===== src/rtl/sw_mailbox_pkg.sv =====
// Shared constants and register decode for the switch mailbox.
package sw_mailbox_pkg;

    localparam logic [3:0] ADDR_CTRL      = 4'd0;
    localparam logic [3:0] ADDR_STATUS    = 4'd1;
    localparam logic [3:0] ADDR_OVF_CLR   = 4'd2;
    localparam logic [3:0] ADDR_TSTAMP    = 4'd3;
    localparam logic [3:0] ADDR_PORT_BASE = 4'd4;

    localparam int CTRL_EXPERIMENT     = 2;
    localparam int STATUS_NONEMPTY_LSB = 0;

    typedef enum logic [2:0] {
        SEL_CTRL    = 3'd0,
        SEL_STATUS  = 3'd1,
        SEL_OVF_CLR = 3'd2,
        SEL_TSTAMP  = 3'd3,
        SEL_PORT    = 3'd4,
        SEL_NONE    = 3'd5
    } reg_sel_e;

    // Overflow flags sit directly above the per-port non-empty flags.
    function automatic int status_ovf_lsb(input int num_ports);
        return STATUS_NONEMPTY_LSB + num_ports;
    endfunction

    function automatic reg_sel_e decode_addr(input logic [3:0] addr, input int num_ports);
        reg_sel_e sel;
        case (addr)
            ADDR_CTRL:    sel = SEL_CTRL;
            ADDR_STATUS:  sel = SEL_STATUS;
            ADDR_OVF_CLR: sel = SEL_OVF_CLR;
            ADDR_TSTAMP:  sel = SEL_TSTAMP;
            default:      sel = ((int'(addr) - int'(ADDR_PORT_BASE)) < num_ports) ? SEL_PORT : SEL_NONE;
        endcase
        return sel;
    endfunction

endpackage


===== src/rtl/sw_mailbox_fifo.sv =====
// Per-port receive queue; a push into a full queue is accepted only when a pop frees a slot the same cycle.
module mailbox_fifo #(
    parameter int DATA_W = 32,
    parameter int DEPTH  = 4
) (
    input  logic              clk,
    input  logic              reset,
    input  logic              push,
    input  logic              pop,
    input  logic [DATA_W-1:0] din,
    output logic [DATA_W-1:0] dout,
    output logic              full,
    output logic              empty
);
    localparam int PTR_W = (DEPTH > 1) ? $clog2(DEPTH) : 1;

    logic [PTR_W-1:0]  wr_ptr_d, wr_ptr_q;
    logic [PTR_W-1:0]  rd_ptr_d, rd_ptr_q;
    logic [PTR_W:0]    count_d, count_q;
    logic [DATA_W-1:0] mem_q [DEPTH];
    logic              push_ok, pop_ok;

    // Occupancy flags, accepted push/pop and next pointer/count values.
    always_comb begin
        empty    = (count_q == {(PTR_W+1){1'b0}});
        full     = (count_q == (PTR_W+1)'(DEPTH));
        pop_ok   = pop & ~empty;
        push_ok  = push & (~full | pop_ok);
        wr_ptr_d = push_ok ? (wr_ptr_q + PTR_W'(1)) : wr_ptr_q;
        rd_ptr_d = pop_ok  ? (rd_ptr_q + PTR_W'(1)) : rd_ptr_q;
        case ({push_ok, pop_ok})
            2'b10:   count_d = count_q + (PTR_W+1)'(1);
            2'b01:   count_d = count_q - (PTR_W+1)'(1);
            default: count_d = count_q;
        endcase
        dout = mem_q[rd_ptr_q];
    end

    // Pointer and occupancy state.
    always_ff @(posedge clk) begin
        if (reset) begin
            wr_ptr_q <= {PTR_W{1'b0}};
            rd_ptr_q <= {PTR_W{1'b0}};
            count_q  <= {(PTR_W+1){1'b0}};
        end else begin
            wr_ptr_q <= wr_ptr_d;
            rd_ptr_q <= rd_ptr_d;
            count_q  <= count_d;
        end
    end

    // Storage array; contents are meaningless once count is cleared.
    always_ff @(posedge clk) begin
        if (!reset && push_ok) begin
            mem_q[wr_ptr_q] <= din;
        end
    end

endmodule


===== src/rtl/sw_mailbox.sv =====
// Software mailbox between a CPU bus and the switch ports.
// Optional free-running timestamp at TSTAMP when SW_MAILBOX_TSTAMP_EN is defined.
module sw_mailbox
    import sw_mailbox_pkg::*;
#(
    parameter int NUM_PORTS = 4,
    parameter int DATA_W    = 32,
    parameter int RXQ_DEPTH = 4
) (
    input  logic                          clk,
    input  logic                          reset,
    input  logic                          chipselect,
    input  logic                          write,
    input  logic                          read,
    input  logic [3:0]                    address,
    input  logic [DATA_W-1:0]             writedata,
    output logic [DATA_W-1:0]             readdata,
    input  logic [NUM_PORTS-1:0]          interface_in_valid,
    input  logic [NUM_PORTS*DATA_W-1:0]   interface_in,
    output logic [NUM_PORTS-1:0]          interface_out_en,
    output logic [DATA_W-1:0]             interface_out,
    output logic [NUM_PORTS-1:0]          interface_out_ack,
    output logic                          experimenting
);
    localparam int OVF_LSB = status_ovf_lsb(NUM_PORTS);

    logic [DATA_W-1:0]    ctrl_d, ctrl_q;
    logic [NUM_PORTS-1:0] ovf_d, ovf_q;
    logic [DATA_W-1:0]    readdata_d, readdata_q;
    logic [NUM_PORTS-1:0] out_en_d, out_en_q;
    logic [DATA_W-1:0]    out_d, out_q;
    logic [NUM_PORTS-1:0] ack_d, ack_q;

    logic                 wr_en, rd_en;
    reg_sel_e             sel;
    logic [3:0]           port_idx;
    logic [NUM_PORTS-1:0] port_hit, pop_s, new_ovf, ovf_clr;
    logic [NUM_PORTS-1:0] fifo_full, fifo_empty;
    logic [DATA_W-1:0]    fifo_dout [NUM_PORTS];
    logic [DATA_W-1:0]    status, rd_mux;

`ifdef SW_MAILBOX_TSTAMP_EN
    logic [DATA_W-1:0] tstamp_d, tstamp_q;

    // Free-running cycle counter, wraps naturally at 2**DATA_W.
    always_comb begin
        tstamp_d = tstamp_q + DATA_W'(1);
    end

    // Timestamp register.
    always_ff @(posedge clk) begin
        if (reset) begin
            tstamp_q <= {DATA_W{1'b0}};
        end else begin
            tstamp_q <= tstamp_d;
        end
    end
`else
    logic [DATA_W-1:0] tstamp_q;
    assign tstamp_q = {DATA_W{1'b0}};
`endif

    for (genvar i = 0; i < NUM_PORTS; i++) begin : g_rxq
        mailbox_fifo #(.DATA_W(DATA_W), .DEPTH(RXQ_DEPTH)) u_fifo (
            .clk   (clk),
            .reset (reset),
            .push  (interface_in_valid[i]),
            .pop   (pop_s[i]),
            .din   (interface_in[i*DATA_W +: DATA_W]),
            .dout  (fifo_dout[i]),
            .full  (fifo_full[i]),
            .empty (fifo_empty[i])
        );
    end

    // Bus decode, queue pops, overflow tracking and next register values.
    always_comb begin
        wr_en    = chipselect & write;
        rd_en    = chipselect & read;
        sel      = decode_addr(address, NUM_PORTS);
        port_idx = address - ADDR_PORT_BASE;
        for (int i = 0; i < NUM_PORTS; i++) begin
            port_hit[i] = (sel == SEL_PORT) && (port_idx == 4'(i));
        end

        pop_s   = rd_en ? (port_hit & ~fifo_empty) : {NUM_PORTS{1'b0}};
        ack_d   = pop_s;
        new_ovf = interface_in_valid & fifo_full & ~pop_s;
        ovf_clr = (wr_en && sel == SEL_OVF_CLR) ? writedata[OVF_LSB +: NUM_PORTS] : {NUM_PORTS{1'b0}};
        ovf_d   = (ovf_q & ~ovf_clr) | new_ovf;

        ctrl_d   = (wr_en && sel == SEL_CTRL) ? writedata : ctrl_q;
        out_en_d = wr_en ? port_hit : {NUM_PORTS{1'b0}};
        out_d    = (wr_en && sel == SEL_PORT) ? writedata : {DATA_W{1'b0}};

        status = {DATA_W{1'b0}};
        status[STATUS_NONEMPTY_LSB +: NUM_PORTS] = ~fifo_empty;
        status[OVF_LSB +: NUM_PORTS]             = ovf_q;

        // An empty queue reads as zero rather than its stale head slot.
        rd_mux = {DATA_W{1'b0}};
        case (sel)
            SEL_CTRL:   rd_mux = ctrl_q;
            SEL_STATUS: rd_mux = status;
            SEL_TSTAMP: rd_mux = tstamp_q;
            SEL_PORT: begin
                for (int i = 0; i < NUM_PORTS; i++) begin
                    rd_mux = rd_mux | (fifo_dout[i] & {DATA_W{port_hit[i] & ~fifo_empty[i]}});
                end
            end
            default:    rd_mux = {DATA_W{1'b0}};
        endcase
        readdata_d = rd_en ? rd_mux : {DATA_W{1'b0}};
    end

    // Register state and registered outputs.
    always_ff @(posedge clk) begin
        if (reset) begin
            ctrl_q     <= {DATA_W{1'b0}};
            ovf_q      <= {NUM_PORTS{1'b0}};
            readdata_q <= {DATA_W{1'b0}};
            out_en_q   <= {NUM_PORTS{1'b0}};
            out_q      <= {DATA_W{1'b0}};
            ack_q      <= {NUM_PORTS{1'b0}};
        end else begin
            ctrl_q     <= ctrl_d;
            ovf_q      <= ovf_d;
            readdata_q <= readdata_d;
            out_en_q   <= out_en_d;
            out_q      <= out_d;
            ack_q      <= ack_d;
        end
    end

    assign readdata          = readdata_q;
    assign interface_out_en  = out_en_q;
    assign interface_out     = out_q;
    assign interface_out_ack = ack_q;
    assign experimenting     = (ctrl_q == DATA_W'(CTRL_EXPERIMENT));

endmodule


===== config.mk =====
export PLATFORM = sky130hd
export DESIGN_NAME = sw_mailbox
export DESIGN_NICKNAME = d
export VERILOG_FILES = /design/src/rtl/sw_mailbox_pkg.sv /design/src/rtl/sw_mailbox_fifo.sv /design/src/rtl/sw_mailbox.sv
export SDC_FILE = /design/constraint.sdc
export NUM_CORES = 1
export LEC_CHECK = 0
export ABC_AREA = 0
export ABC_CLOCK_PERIOD_IN_PS = 6520
export CAP_MARGIN = 25
export CELL_PAD_IN_SITES_DETAIL_PLACEMENT = 2
export CELL_PAD_IN_SITES_GLOBAL_PLACEMENT = 2
export CORE_MARGIN = 4
export CORE_UTILIZATION = 42
export CTS_CLUSTER_DIAMETER = 200
export CTS_CLUSTER_SIZE = 28
export DETAILED_ROUTE_END_ITERATION = 10
export GPL_ROUTABILITY_DRIVEN = 0
export PLACE_DENSITY_LB_ADDON = 0.1
export SYNTH_ARGS = -nofsm -noshare
export SYNTH_HDL_FRONTEND = slang
export SYNTH_SLANG_ARGS = --single-unit

===== constraint.sdc =====
create_clock -name clk -period 6.52 [get_ports clk]
set_clock_uncertainty 0.2 [all_clocks]
set_input_delay 1.63 -clock clk [delete_from_list [all_inputs] [get_ports clk]]
set_output_delay 1.63 -clock clk [all_outputs]
set_load 0.05 [all_outputs]

==> results of run 1 <==
-- routing by layer --
metal / up-vias / track usage (%)
li1: 6078 / -
met1: 7384 / 28.9
met2: 317 / 40.6
met3: 91 / 2.79
met4: 2 / 6.63
met5: - / 0
-- synth_stat cells, types with 19 or more instances --
| master | instances |
|---|---|
| sky130_fd_sc_hd__nand3_1 | 138 |
| sky130_fd_sc_hd__buf_2 | 31 |
| sky130_fd_sc_hd__mux4_2 | 128 |
| sky130_fd_sc_hd__nand4_1 | 40 |
| sky130_fd_sc_hd__clkbuf_1 | 46 |
| sky130_fd_sc_hd__edfxtp_1 | 512 |
| sky130_fd_sc_hd__and2_1 | 33 |
| sky130_fd_sc_hd__nor2_1 | 28 |
| sky130_fd_sc_hd__a21oi_1 | 50 |
| sky130_fd_sc_hd__inv_1 | 30 |
| sky130_fd_sc_hd__nand2_1 | 72 |
| sky130_fd_sc_hd__dfxtp_1 | 144 |
| sky130_fd_sc_hd__ha_1 | 19 |
| sky130_fd_sc_hd__a22o_1 | 24 |
-- through the flow --
stage / std cells / setup WS [ns]
2_1_floorplan: 1444 / 0.827
3_3_place_gp: 2405 / 1.63
3_5_place_dp: 2405 / 1.48
4_1_cts: 2455 / 1.86
5_1_grt: 2456 / 1.78
6_report: 2456 / 1.88
-- cell type report --
cell class              instances  area (um^2)
well taps                     773          967
fillers                      5321        29800
diodes                          1         2.50
clock buffers                  48          754
flip-flops and latches        656        18300
clock inverters                 2         36.3
multi-input cells             666         6240
repair buffers                280         2710
inverters                      30          113
-- kinds of logic (layout without fill, tap and decap cells) --
logic type      count (synthesis)  after routing  synth area share [%]
fa+ha+maj                      23             23                  1.27
simple gates                  380            380                  8.13
xor+xnor                       13             13                 0.457
buf+inv                       122            360                  2.11
flops                         656            656                  73.2
mux                           130            130                  11.6
compound gates                120            120                  3.16
other cells                     0              1                     0
-- worst paths after layout --
kind	startpoint	to	slack (ns)	depth (start not counted)
max reg2reg	g_rxq[3].u_fifo.count_q[1]	g_rxq[3].u_fifo.mem_q[0][24]	3.42	5
min	ovf_q[2]	ovf_q[2]	0.29	2
max	ctrl_q[25]	experimenting	1.88	4
min reg2reg	ovf_q[2]	ovf_q[2]	0.29	2
-- critical path, delay by kind of cell (launching register included) --
family	cells	cell delay [ns]
and+or+nand+nor	3	0.99
DFF	1	0.36
buffers and inverters	1	0.84
-- flip-flops by register name (all words and copies together), names as in the netlist, 8 cells and up, named ones only --
register and count:
ctrl_q 32, g_rxq.u_fifo.count_q 12, g_rxq.u_fifo.mem_q 512, g_rxq.u_fifo.rd_ptr_q 8, g_rxq.u_fifo.wr_ptr_q 8, interface_out 32, readdata 32
-- where the power goes --
part,switching [mW],leakage (nW),internal [mW],total (mW)
Combinational,0.303,2.88,0.190,0.494
Clock,1.28,0.375,0.810,2.09
Sequential,0.0357,5.82,4.59,4.63
==> summary.md, run 1 <==
| Metric | Value |
|---|---|
| Outcome | `complete, no violations` |
| Total chip power | `7.21 mW` |
| Pwr dens | `248 nW/um^2` |
| Post-cts hold buffer count | `0` |
| Dpl hpwl | `52.0 mm` |
| Max Buffers Root-to-Sink | `3` |
| # rows | `89` |
| Final-report max-slew violation count | `0` |
| Initial DRT Pass Iterations | `4` |
| Standard cell with the maximum stage delay on the critical path | `sky130_fd_sc_hd__clkdlybuf4s50_1` |
| Cells resized by post-CTS repair | `0` |
| Die span in x | `252 um` |
| Share of synthesized registers carrying an async set or reset | `0%` |
| Setup Fix Bufs, Post-CTS | `0` |
| Largest stage delay, worst path | `0.84 ns` |
| Uppermost layer routed | `met5` |
| Leakage power of the design | `9.08 nW` |
| Remaining routing DRC violations | `0` |
| F_max | `0.215 GHz` |
| Setup total negative slack | `0 ns` |
| Share of layout cells above drive strength 1 | `13.4%` |
| Post-synthesis sequential area ratio | `73.2%` |
| Synthesized netlist net count | `1640` |
| Yosys top cell area share | `61.7%` |
| Yosys warnings | `0` |
| Slew margin rel. | `33.1%` |
| Count of endpoints failing setup in the final report | `0` |
| Total of max-cap violations | `0` |
| Average wire length per cell after detail routing | `29.5 um` |
| Clk Tree Root Cell | `sky130_fd_sc_hd__clkbuf_16` |
| Average cell area after synthesis | `17.3 um^2` |
| Worst ir drop on vdd | `197 uV` |
| Number of top-level pins | `246` |
| Final Routed Wirelength | `72.5 mm` |
| Startpoint kind of the worst setup timing path | `flop` |
| Number of different library cells in the post-synthesis netlist | `52` |
| Largest cells by area after synthesis | `sky130_fd_sc_hd__edfxtp_1 (62%), sky130_fd_sc_hd__dfxtp_1 (12%), sky130_fd_sc_hd__mux4_2 (12%)` |
| Number of register bits inferred by synthesis | `656` |
| Number of enable-type register cells in the synthesized netlist | `512` |
| Vias per std cell | `5.65` |
| Cells along the critical path | `nor4_1, nand4_1, nor2_1, clkdlybuf4s50_1` |
| CTS tree | `yes` |
| Cell area after technology mapping | `24900 um^2` |
| Setup repair after global routing missed its margin | `false` |
| Total grt overflow | `0` |
| Clock latency reported for the late side of the worst-skew pair | `0.63 ns` |
| Largest area contributor in the synthesized netlist | `sky130_fd_sc_hd__edfxtp_1` |
| Number of vias after detailed routing | `13872` |
| Routed length on met1 | `29.3 mm` |
| Overall Global Routing Usage | `22.6%` |
| Number of buffers added by the clock tree synthesis step | `27` |
| Most used flip-flop cell after synthesis | `sky130_fd_sc_hd__edfxtp_1` |
| DR WL met3 | `2.66 mm` |
| Core area | `58900 um^2` |
| # port buffers | `245` |
| Clock Sink Count | `656` |
| Chip height | `252 um` |
| Number of violations reported at the end of detailed-routing iteration 0 | `1041` |
| Die Area | `63300 um^2` |
| Leading cell types in the layout, fill and taps excluded | `sky130_fd_sc_hd__edfxtp_1 (512), sky130_fd_sc_hd__clkdlybuf4s50_1 (244), sky130_fd_sc_hd__nand3_1 (138), sky130_fd_sc_hd__dfxtp_1 (138), sky130_fd_sc_hd__mux4_2 (128)` |
| Number of global-route vias before repair | `15311` |
| Clock transition at the registers of the reported paths | `0.12 ns` |
| P&R area growth vs syn | `16.7%` |
| Largest net degree at the start of global routing | `56` |
| Remaining antenna violation count | `0` |
| Total count of hold-check failures in the final report | `0` |
| Placed standard-cell area | `28300 um^2` |
| Tightest Hold Check Type | `reg2reg` |
| Hold Slack | `0.295 ns` |
| Endpoint class of the critical path | `primary output` |
| Antenna violations before repair | `4` |
| Met2 wirelength from detailed routing | `38.2 mm` |
| Post-layout utilization of the core | `49.4%` |
| Least-Margin Pin Slew | `1.00 ns` |
| Crit path time final | `4.64 ns` |
| Leading cell type in the layout, fill and taps excluded | `sky130_fd_sc_hd__edfxtp_1` |
| Final-stage net count | `1857` |
| Post-Synthesis Cells | `1444` |
| Crit path kind | `reg2out` |
| Post-route cell area | `29100 um^2` |
| Worst Path Arrival | `2.81 ns` |
| Number of levels the H-tree was split into | `1` |
| Starting density of the core | `42.3%` |
| CP Data Required Time | `4.69 ns` |
| Worst Path Max Fanout | `3` |
| First-pass GRT wire length | `106 mm` |
| Portion of the clock cycle consumed by the worst path in the final layout | `71.2%` |
No activity file was read; power rests on OpenSTA's default activity.
==> inputs of run 2 (changes only) <==
--- a/config.mk
+++ b/config.mk
@@ -6,12 +6,12 @@
 export NUM_CORES = 1
 export LEC_CHECK = 0
 export ABC_AREA = 0
-export ABC_CLOCK_PERIOD_IN_PS = 6520
+export ABC_CLOCK_PERIOD_IN_PS = 4260
 export CAP_MARGIN = 25
 export CELL_PAD_IN_SITES_DETAIL_PLACEMENT = 2
 export CELL_PAD_IN_SITES_GLOBAL_PLACEMENT = 2
 export CORE_MARGIN = 4
-export CORE_UTILIZATION = 42
+export CORE_UTILIZATION = 38
 export CTS_CLUSTER_DIAMETER = 200
 export CTS_CLUSTER_SIZE = 28
 export DETAILED_ROUTE_END_ITERATION = 10
==> constraint.sdc (replaced) <==
create_clock -name clk -period 4.26 [get_ports clk]
set_clock_uncertainty 0.2 [all_clocks]
set_input_delay 1.065 -clock clk [delete_from_list [all_inputs] [get_ports clk]]
set_output_delay 1.065 -clock clk [all_outputs]
set_load 0.05 [all_outputs]
==> run 2 against run 1 <==
Against the previous run: die area increased by 10%; worst hold slack gained 0.0014 ns; flip-flop and latch count unchanged; non-clock buffer count rose by 20; core utilization decreased by 3.7 points; critical path depth unchanged; clock power up 53%; total power rose by 54%; sequential power up 53%; combinational power rose by 60%; final cell count grew 4.3%; largest cell class unchanged.
==> summary.md, run 2 (same netlist as run 1, synthesis figures left out) <==
| Metric | Value |
|---|---|
| Fill cell count | `6034` |
| Register bank with the most flops | `g_rxq.u_fifo.mem_q` |
| Reg-to-reg startpoint | `g_rxq[3].u_fifo.count_q[1]` |
| Remaining antenna violation count | `0` |
| Cells resized by post-CTS repair | `0` |
| Die span in x | `264 um` |
| Initial DRT Pass Iterations | `5` |
| Setup slack of the worst register-to-register path | `1.34 ns` |
| Overall Global Routing Usage | `20.6%` |
| Number of top-level pins | `246` |
| Startpoint kind of the worst setup timing path | `flop` |
| Endpoint class of the critical path | `primary output` |
| First-pass GRT wire length | `107 mm` |
| Worst Path Arrival | `2.87 ns` |
| Core area | `64700 um^2` |
| Worst ir drop on vdd | `299 uV` |
| Outcome | `complete, no violations` |
| P&R area growth vs syn | `18.6%` |
| Length in cells of the worst reg-to-reg path | `5` |
| Final-report max-slew violation count | `0` |
| Cells along the critical path | `nor4_1, nand4_1, nor2_1, clkdlybuf4s50_1` |
| Total of max-cap violations | `0` |
| Leading cell type in the layout, fill and taps excluded | `sky130_fd_sc_hd__edfxtp_1` |
| Vias per std cell | `5.45` |
| Final Routed Wirelength | `73.5 mm` |
| Post-cts hold buffer count | `0` |
| Count of buffer and inverter cells on the critical path | `1` |
| Largest stage delay, worst path | `0.84 ns` |
| Crit path kind | `reg2out` |
| Remaining routing DRC violations | `0` |
| Total count of hold-check failures in the final report | `0` |
| Met2 wirelength from detailed routing | `38.9 mm` |
| # port buffers | `245` |
| Share of layout cells above drive strength 1 | `14.3%` |
| Reg-to-Reg End | `g_rxq[3].u_fifo.mem_q[0][16]` |
| Clk Tree Root Cell | `sky130_fd_sc_hd__clkbuf_16` |
| CP Data Required Time | `2.99 ns` |
| Placement Setup Slack | `0.251 ns` |
| Chip height | `264 um` |
| Leading cell types in the layout, fill and taps excluded | `sky130_fd_sc_hd__edfxtp_1 (512), sky130_fd_sc_hd__clkdlybuf4s50_1 (244), sky130_fd_sc_hd__nand3_1 (138), sky130_fd_sc_hd__dfxtp_1 (138), sky130_fd_sc_hd__mux4_2 (128)` |
| Clock Sink Count | `656` |
| Clock transition at the registers of the reported paths | `0.11 ns` |
| Number of buffers added by the clock tree synthesis step | `27` |
| CTS tree | `yes` |
| Average wire length per cell after detail routing | `28.7 um` |
| Largest net degree at the start of global routing | `57` |
| Max FFs per register | `512` |
| Number of violations reported at the end of detailed-routing iteration 0 | `951` |
| Hold-critical path depth | `2` |
| Starting density of the core | `38.5%` |
| Dpl hpwl | `52.9 mm` |
| Number of placed instances, taps included | `2507` |
| Hold Slack | `0.296 ns` |
| Setup Fix Bufs, Post-CTS | `0` |
| DR WL met3 | `2.86 mm` |
| Tightest Hold Check Type | `reg2reg` |
| Count of endpoints failing setup in the final report | `0` |
| Post-layout utilization of the core | `45.7%` |
| Final standard cell count with taps included and fillers excluded | `2561` |
| Number of levels the H-tree was split into | `1` |
| Portion of the clock cycle consumed by the worst path in the final layout | `97.1%` |
| Antenna violations before repair | `7` |
| Number of global-route vias before repair | `15437` |
| Max Buffers Root-to-Sink | `3` |
| Number of vias after detailed routing | `13964` |
| Uppermost layer routed | `met5` |
| Least-Margin Pin Slew | `0.979 ns` |
| Worst Path Max Fanout | `3` |
| Setup WS post-layout | `0.125 ns` |
| Leakage power of the design | `9.23 nW` |
| Routed length on met1 | `29.8 mm` |
| # rows | `93` |
| Die Area | `69800 um^2` |
| Crit path time final | `4.14 ns` |
| Endpoint, Worst Hold | `ctrl_q[22]` |
| Setup repair after global routing missed its margin | `false` |
| Crit path max-delay family | `simple AND/OR/NAND/NOR gates` |
| Standard cell with the maximum stage delay on the critical path | `sky130_fd_sc_hd__clkdlybuf4s50_1` |
| Total grt overflow | `0` |
| Slew margin rel. | `34.6%` |
| Clock latency reported for the late side of the worst-skew pair | `0.62 ns` |
| Final-stage net count | `1877` |
| Pwr dens | `375 nW/um^2` |
| F_max | `0.242 GHz` |
| Origin of the worst min-delay path | `ctrl_q[22]` |
[run 2: changes by cell type in the layout (fill, tap and decap cells not counted)]
cell and change:
sky130_fd_sc_hd__inv_6 +1, sky130_fd_sc_hd__inv_16 -1, sky130_fd_sc_hd__nor3b_4 +4, sky130_fd_sc_hd__buf_12 +17, sky130_fd_sc_hd__buf_4 +3, sky130_fd_sc_hd__nor3b_2 -4, sky130_fd_sc_hd__nor4_1 +1, sky130_fd_sc_hd__diode_2 +3
sky130_fd_sc_hd__nor4_2 -1
[run 2: layer usage]
metal,up-vias,global-route usage (%)
li1,6136,-
met1,7455,25.9
met2,294,37.7
met3,73,3.07
met4,6,4.81
met5,-,0
[run 2: how the worst max path moves through the flow]
stage,start,end,cells past startpoint
2_1_floorplan,address[3],g_rxq[0].u_fifo.mem_q[1][0],5
3_3_place_gp,address[0],g_rxq[2].u_fifo.count_q[2],9
3_5_place_dp,address[0],g_rxq[2].u_fifo.count_q[2],9
4_1_cts,ctrl_q[24],experimenting,4
5_1_grt,ctrl_q[24],experimenting,4
6_report,ctrl_q[24],experimenting,4
[run 2: final cells by class]
class                   instances  area [um^2]  area share [%]
diodes                          4         10.0          0.0338
clock buffers                  48          754            2.55
clock inverters                 2         25.0          0.0846
inverters                      30          113           0.381
multi-input cells             666         6260            21.2
flip-flops and latches        656        18300            61.8
well taps                     855         1070            3.62
repair buffers                300         3080            10.4
[run 2: worst register-to-register path: cells and delay by family, from the launching register on]
kind / cells / cell delay, ns
flip-flops: 1 / 0.47
AO/OA/AOI/OAI: 1 / 0.35
buffers and inverters: 1 / 0.24
AND/OR/NAND/NOR: 3 / 1.29
[run 2: power breakdown]
group	total, mW	leakage [nW]	internal, mW	switching, mW
registers	7.08	5.82	7.03	0.0540
logic	0.791	3.05	0.313	0.479
clock network	3.20	0.369	1.23	1.97
total	11.1	9.23	8.58	2.50
[run 2: stage by stage]
stage          setup TNS [ns]  power (mW)  instance area (um^2)
4_1_cts                     0        11.2                 29600
3_3_place_gp                0        7.99                 28800
6_report                    0        11.1                 29600
2_1_floorplan         -207.86        7.54                 25000
3_5_place_dp                0        8.03                 28800
5_1_grt                     0        11.5                 29600
